--- config.mk ---
export PLATFORM = sky130hd
export DESIGN_NAME = or_fifo_dut_flat
export DESIGN_NICKNAME = d
export VERILOG_FILES = /design/src/rtl/or_fifo_dut_if.sv /design/src/rtl/or_fifo_dut.sv /design/src/flat_wrapper.sv
export SDC_FILE = /design/constraint.sdc
export NUM_CORES = 1
export LEC_CHECK = 0
export ABC_AREA = 1
export BUFFER_PORTS_ARGS = -buffer_cell sky130_fd_sc_hd__buf_4
export CAP_MARGIN = 5
export CORE_MARGIN = 3
export CORE_UTILIZATION = 47
export CTS_CLUSTER_DIAMETER = 120
export DETAILED_ROUTE_END_ITERATION = 8
export PLACE_DENSITY = 0.71
export RECOVER_POWER = 50
export SLEW_MARGIN = 20
export SYNTH_ARGS = -nofsm -noshare
export SYNTH_HDL_FRONTEND = slang
export SYNTH_SLANG_ARGS = --single-unit
--- constraint.sdc ---
create_clock -name CLK -period 1.3 [get_ports CLK]
set_input_delay 0.065 -clock CLK [delete_from_list [all_inputs] [get_ports CLK]]
set_output_delay 0.065 -clock CLK [all_outputs]
set_load 0.005 [all_outputs]
--- src/rtl/or_fifo_dut_if.sv ---
// Host-side register bus for or_fifo_dut.
//   write_address/write_data/write_en : register write port (host -> block)
//   write_rdy                          : write port ready (block -> host)
//   read_address/read_en               : register read select and strobe (host -> block)
//   read_data/read_rdy                 : read value and read port ready (block -> host)
interface or_fifo_dut_if;
  logic [2:0] write_address;
  logic       write_data;
  logic       write_en;
  logic       write_rdy;
  logic [2:0] read_address;
  logic       read_en;
  logic       read_data;
  logic       read_rdy;

  modport master (
    output write_address, write_data, write_en, read_address, read_en,
    input  write_rdy, read_data, read_rdy
  );

  modport slave (
    input  write_address, write_data, write_en, read_address, read_en,
    output write_rdy, read_data, read_rdy
  );
endinterface

--- src/rtl/or_fifo_dut.sv ---
// Register-mapped 1-bit OR engine.
// Two operand FIFOs (A, B) are filled by host writes; whenever both hold data
// and the result FIFO (Y) has room, one bit is popped from each and A|B is
// pushed into Y. The host reads status and pops results over the read port.
//   CLK   : single clock, rising edge
//   RST_N : asynchronous active-low reset, empties all FIFOs
//   bus   : or_fifo_dut_if.slave register bus

// Circular 1-bit FIFO. Callers must not push when full or pop when empty.
module or_fifo_buf #(
  parameter int DEPTH = 2
) (
  input  logic CLK,
  input  logic RST_N,
  input  logic push,
  input  logic push_data,
  input  logic pop,
  output logic head,
  output logic empty,
  output logic full
);
  localparam int AW = (DEPTH > 1) ? $clog2(DEPTH) : 1;
  localparam int CW = $clog2(DEPTH + 1);
  localparam logic [AW-1:0] LAST = AW'(DEPTH - 1);

  logic          mem [2**AW];
  logic [AW-1:0] wr_ptr;
  logic [AW-1:0] rd_ptr;
  logic [CW-1:0] count;

  function automatic logic [AW-1:0] next_ptr(input logic [AW-1:0] p);
    return (p == LAST) ? '0 : p + 1'b1;
  endfunction

  always_ff @(posedge CLK or negedge RST_N) begin
    if (!RST_N) begin
      mem    <= '{default: 1'b0};
      wr_ptr <= '0;
      rd_ptr <= '0;
      count  <= '0;
    end else begin
      if (push) begin
        mem[wr_ptr] <= push_data;
        wr_ptr      <= next_ptr(wr_ptr);
      end
      if (pop) rd_ptr <= next_ptr(rd_ptr);
      case ({push, pop})
        2'b10:   count <= count + 1'b1;
        2'b01:   count <= count - 1'b1;
        default: count <= count;
      endcase
    end
  end

  assign head  = mem[rd_ptr];
  assign empty = (count == '0);
  assign full  = (count == CW'(DEPTH));
endmodule

module or_fifo_dut #(
  parameter int A_DEPTH = 2,
  parameter int B_DEPTH = 2,
  parameter int Y_DEPTH = 1
) (
  input  logic          CLK,
  input  logic          RST_N,
  or_fifo_dut_if.slave  bus
);
  logic a_head, a_empty, a_full;
  logic b_head, b_empty, b_full;
  logic y_head, y_empty, y_full;
  logic a_push, b_push, y_pop, compute;

  // All conditions use start-of-cycle flags, so a Y pop never frees room for
  // a compute in the same cycle, and a full input FIFO drops a host write even
  // if the compute pops it in that cycle.
  assign compute = !a_empty && !b_empty && !y_full;
  assign a_push  = bus.write_en && (bus.write_address == 3'd4) && !a_full;
  assign b_push  = bus.write_en && (bus.write_address == 3'd5) && !b_full;
  assign y_pop   = bus.read_en  && (bus.read_address  == 3'd3) && !y_empty;

  or_fifo_buf #(.DEPTH(A_DEPTH)) u_fifo_a (
    .CLK(CLK), .RST_N(RST_N), .push(a_push), .push_data(bus.write_data),
    .pop(compute), .head(a_head), .empty(a_empty), .full(a_full)
  );

  or_fifo_buf #(.DEPTH(B_DEPTH)) u_fifo_b (
    .CLK(CLK), .RST_N(RST_N), .push(b_push), .push_data(bus.write_data),
    .pop(compute), .head(b_head), .empty(b_empty), .full(b_full)
  );

  or_fifo_buf #(.DEPTH(Y_DEPTH)) u_fifo_y (
    .CLK(CLK), .RST_N(RST_N), .push(compute), .push_data(a_head | b_head),
    .pop(y_pop), .head(y_head), .empty(y_empty), .full(y_full)
  );

  always_comb begin
    bus.read_data = 1'b0;
    case (bus.read_address)
      3'd0:    bus.read_data = !a_full;
      3'd1:    bus.read_data = !b_full;
      3'd2:    bus.read_data = !y_empty;
      3'd3:    bus.read_data = y_head && !y_empty;
      default: bus.read_data = 1'b0;
    endcase
  end

  assign bus.write_rdy = 1'b1;
  assign bus.read_rdy  = 1'b1;
endmodule

--- src/flat_wrapper.sv ---
// flat-port wrapper written by rule: the top's interface ports become plain ports
module or_fifo_dut_flat 
#(
  parameter int A_DEPTH = 2,
  parameter int B_DEPTH = 2,
  parameter int Y_DEPTH = 1
)
  (CLK, RST_N, bus_write_address, bus_write_data, bus_write_en, bus_read_address, bus_read_en, bus_write_rdy, bus_read_data, bus_read_rdy);
  or_fifo_dut_if bus_i ();
  input  logic CLK;
  input  logic RST_N;
  input wire logic [$bits(bus_i.write_address)-1:0] bus_write_address;
  input wire logic [$bits(bus_i.write_data)-1:0] bus_write_data;
  input wire logic [$bits(bus_i.write_en)-1:0] bus_write_en;
  input wire logic [$bits(bus_i.read_address)-1:0] bus_read_address;
  input wire logic [$bits(bus_i.read_en)-1:0] bus_read_en;
  output wire logic [$bits(bus_i.write_rdy)-1:0] bus_write_rdy;
  output wire logic [$bits(bus_i.read_data)-1:0] bus_read_data;
  output wire logic [$bits(bus_i.read_rdy)-1:0] bus_read_rdy;
  assign bus_i.write_address = bus_write_address;
  assign bus_i.write_data = bus_write_data;
  assign bus_i.write_en = bus_write_en;
  assign bus_i.read_address = bus_read_address;
  assign bus_i.read_en = bus_read_en;
  assign bus_write_rdy = bus_i.write_rdy;
  assign bus_read_data = bus_i.read_data;
  assign bus_read_rdy = bus_i.read_rdy;
  or_fifo_dut #(.A_DEPTH(A_DEPTH), .B_DEPTH(B_DEPTH), .Y_DEPTH(Y_DEPTH)) u_core (.CLK(CLK), .RST_N(RST_N), .bus(bus_i));
endmodule
==> summary.txt <==
GLOBAL ROUTING
--------------------------------------------------------------------------------------
Initial antenna violation count                                                      0
Global-route wire length before repair                                         2930 µm
Maximum number of pins on one net before global-route repair                        15
Gr ovfl total                                                                        0
Vias in the first global route                                                     732
Gr usage total                                                                   0.193

POWER
--------------------------------------------------------------------------------------
Total power per unit cell area                                             2120 nW/µm²
Static leakage                                                                0.561 nW
Final Total Pwr                                                              0.00221 W
Worst VDD drop                                                                 1.32 mV

LOGIC SYNTHESIS
--------------------------------------------------------------------------------------
Yosys top cell area share                                                        0.445
Post-synthesis cell type count                                                      16
Ranking of synthesized cells by area                                      dfrtp_1 (45%), nand2_1 (18%), inv_1 (8.6%)
Summed instance area of the synthesized netlist                                787 µm²
Top cell type by total area after synthesis                                    dfrtp_1
Post-Synthesis Mean Instance Area                                             7.50 µm²
Total number of yosys warnings                                                       0
Syn Inst Count                                                                     105
Seq/Total Area, Yosys                                                            0.445
Count of state elements after synthesis                                             14

CLOCKING
--------------------------------------------------------------------------------------
Root buf cell                                                                 clkbuf_4
Number of CTS-inserted buffers                                                       3
Clock Sinks                                                                         14
Deepest clock path buffer count                                                      2
Clock H-tree levels                                                                  1
CTS tree                                                                          done
Clk_lat worst skew                                                             0.27 ns
Clock-pin slew on the worst setup and hold paths                               0.08 ns

FINAL LAYOUT
--------------------------------------------------------------------------------------
Post-layout nets                                                                   144
Total non-filler cell area in the finished layout                             1040 µm²
Area Growth Syn to Fin                                                           32.3%
Antenna cells                                                                        0
Fraction of layout instances using a drive strength above 1                      0.318
Count of filler cells inserted in the layout                                       126
Final core utilization                                                           0.675

DETAILED ROUTING
--------------------------------------------------------------------------------------
Vias per std cell                                                                 5.15
Antenna viol nets, final                                                             0
Vias after detailed routing                                                        747
DR iter-0 viols                                                                     11
Per-cell routed wire length                                                    12.0 µm
Routed wire length                                                             1740 µm
Post-route DRC violation count                                                       0
Detailed Routing Iterations Pass 1                                                   4

OUTCOME
--------------------------------------------------------------------------------------
Violations in the final reports                                           setup timing
Outcome                                                                   finished, violations left

SETUP PATH
--------------------------------------------------------------------------------------
Worst-case reg-to-reg path depth                                                     8
Reg2reg end                                                               u_core.u_fifo_b.count[1]
Crit path DAT                                                                  1.26 ns
Worst R2R Start                                                           u_core.u_fifo_a.count[0]
Worst-path maximum fanout                                                            3
Category of the critical setup timing path                                     reg2out
Setup slack of the worst register-to-register path                            -0.01 ns
Launching element type of the critical path                                   register
Worst path required time                                                       1.24 ns
Sort of element at the end of the critical path                           primary output

PLACE
--------------------------------------------------------------------------------------
DP Wirelength                                                                  1270 µm
Pre-CTS setup slack                                                         -0.0240 ns
Weighted congestion reported at the end of routability-driven placement          0.753
Placement Cell Area                                                            951 µm²
Port buffer count                                                                   11

TIMING
--------------------------------------------------------------------------------------
Max Clock Freq                                                               0.757 GHz
Crit path setup slack, layout                                               -0.0205 ns
Min cycle time layout                                                          1.32 ns
Final Setup Violations                                                               3
Pin slew with the least headroom to its limit                                 0.758 ns
Worst-case clock skew                                                       0.00142 ns
Remaining max-slew budget at the tightest pin                                    0.494
Period utilization                                                                1.02
RSZ-0062 raised after global routing                                              true
Final Hold Viols                                                                     0
Max-slew violations                                                                  0

HOLD PATH
--------------------------------------------------------------------------------------
WHS Path Cells                                                                       3
Worst hold path type                                                            in2reg
Hold path startpoint                                                      bus_write_data
Capture endpoint of the worst hold path                                   u_core.u_fifo_b.mem[0]

FLOORPLANNING
--------------------------------------------------------------------------------------
Number of ports placed on the die boundary                                          14
Placeable Area                                                                1540 µm²
Starting density of the core                                                     0.511
Row Count                                                                           14
Die outline area                                                              2200 µm²
Die width                                                                      46.9 µm
Die Span Y                                                                     46.9 µm

JOB
--------------------------------------------------------------------------------------
Count of max-cap constraint violations                                               0

## worst max-delay path by stage
stage,start,to,slack [ns]
3_3_place_gp,u_core.u_fifo_b.count[0],u_core.u_fifo_b.count[1],0.02
2_1_floorplan,u_core.u_fifo_b.count[0],u_core.u_fifo_a.count[1],-0.007
5_1_grt,u_core.u_fifo_b.count[0],u_core.u_fifo_a.count[1],-0.09
3_5_place_dp,u_core.u_fifo_b.count[0],u_core.u_fifo_b.count[1],-0.02
6_report,u_core.u_fifo_b.count[0],bus_read_data,-0.02
4_1_cts,u_core.u_fifo_b.count[0],bus_read_data,-0.02
## worst max-delay path, cell delays in order, from the launching register on
cell     delay, ns
dfrtp_1       0.42
inv_2         0.09
nand2_4       0.06
buf_6         0.11
nand4_1       0.07
nand3_1       0.08
buf_4         0.15
## final cells by class
type / instances / area [µm²] / share of cell area
Timing Repair Buffer: 22 / 171 / 0.165
Inverter: 20 / 77.6 / 0.0745
Tap cell: 16 / 20.0 / 0.0192
Clock buffer: 3 / 22.5 / 0.0216
Multi-Input combinational cell: 70 / 398 / 0.382
Sequential cell: 14 / 352 / 0.338
## synthesized netlist by cell type, drive strengths merged
cell    number
nand4       10
xor2         1
nand3        5
inv         20
xnor2        3
conb         1
o211ai       1
nand2       40
buf          2
dfrtp       14
nor2         6
ha           2
## flip-flops by register name, indices dropped and copies added, names as in the netlist
| name | flops |
|---|---|
| u_core.u_fifo_a.mem | 2 |
| u_core.u_fifo_y.full | 1 |
| u_core.u_fifo_a.count | 2 |
| u_core.u_fifo_b.mem | 2 |
| u_core.u_fifo_b.wr_ptr | 1 |
| u_core.u_fifo_a.wr_ptr | 1 |
| u_core.u_fifo_b.rd_ptr | 1 |
| u_core.u_fifo_a.rd_ptr | 1 |
| u_core.u_fifo_y.mem | 1 |
| u_core.u_fifo_b.count | 2 |
## power by group
part	leakage [nW]	switching, W	internal (W)
clock	0.0138	0.000128	0.000107
sequential	0.169	0.000183	0.000660
combinational	0.379	0.000579	0.000551
## routing by layer
| metal | wire length [µm] | vias to the layer above | global-route usage |
|---|---|---|---|
| li1 | - | 369 | - |
| met1 | 747 | 349 | 0.219 |
| met2 | 852 | 23 | 0.339 |
| met3 | 100 | 6 | 0.0268 |
| met4 | 42 | 0 | 0.116 |
| met5 | 0 | - | 0 |
## timing repair
item                                    in CTS  in global routing
hold buffers                                 1                  0
setup buffers                                4                  0
pin swaps                                    4                  3
gates cloned                                 0                  0
gates resized for setup                      8                  5
endpoints found under the setup margin       3                  3
endpoints found under the hold margin       14                  0
## kinds of logic (layout without fill, tap and decap cells)
logic type	after synthesis	count (layout)	share of synthesized area
compound gates	1	1	0.00954
xor+xnor	4	4	0.0445
fa+ha+maj	2	2	0.0318
buf+inv	22	45	0.114
flops	14	14	0.445
other cells	1	2	0.00476
simple gates	61	61	0.350
## placed cells by master, fill, tap and decap left out
cell            n
xor2_1          1
nand4_1        10
nor2_2          2
inv_2           5
buf_6           2
nand2_4         1
nand2_1        36
buf_4          18
conb_1          2
ha_4            2
nor2_4          1
nor2_1          3
inv_4           1
dfrtp_1        13
nand2_2         3
inv_1          14
dlygate4sd3_1   1
nand3_2         2
xnor2_1         3
clkbuf_1        1
o211ai_1        1
clkbuf_4        3
nand3_1         3
dfrtp_2         1
## metrics by stage
stage | cells | TNS (ns) | hold slack (ns)
2_1_floorplan | 106 | -0.00696 | -0.231
3_5_place_dp | 137 | -0.0254 | -0.0739
6_report | 145 | -0.0287 | 0.0724
4_1_cts | 145 | -0.0199 | 0.0664
3_3_place_gp | 137 | 0 | -0.0758
5_1_grt | 145 | -0.237 | 0.0642
Note: power is estimated with default switching activity, not from simulation.
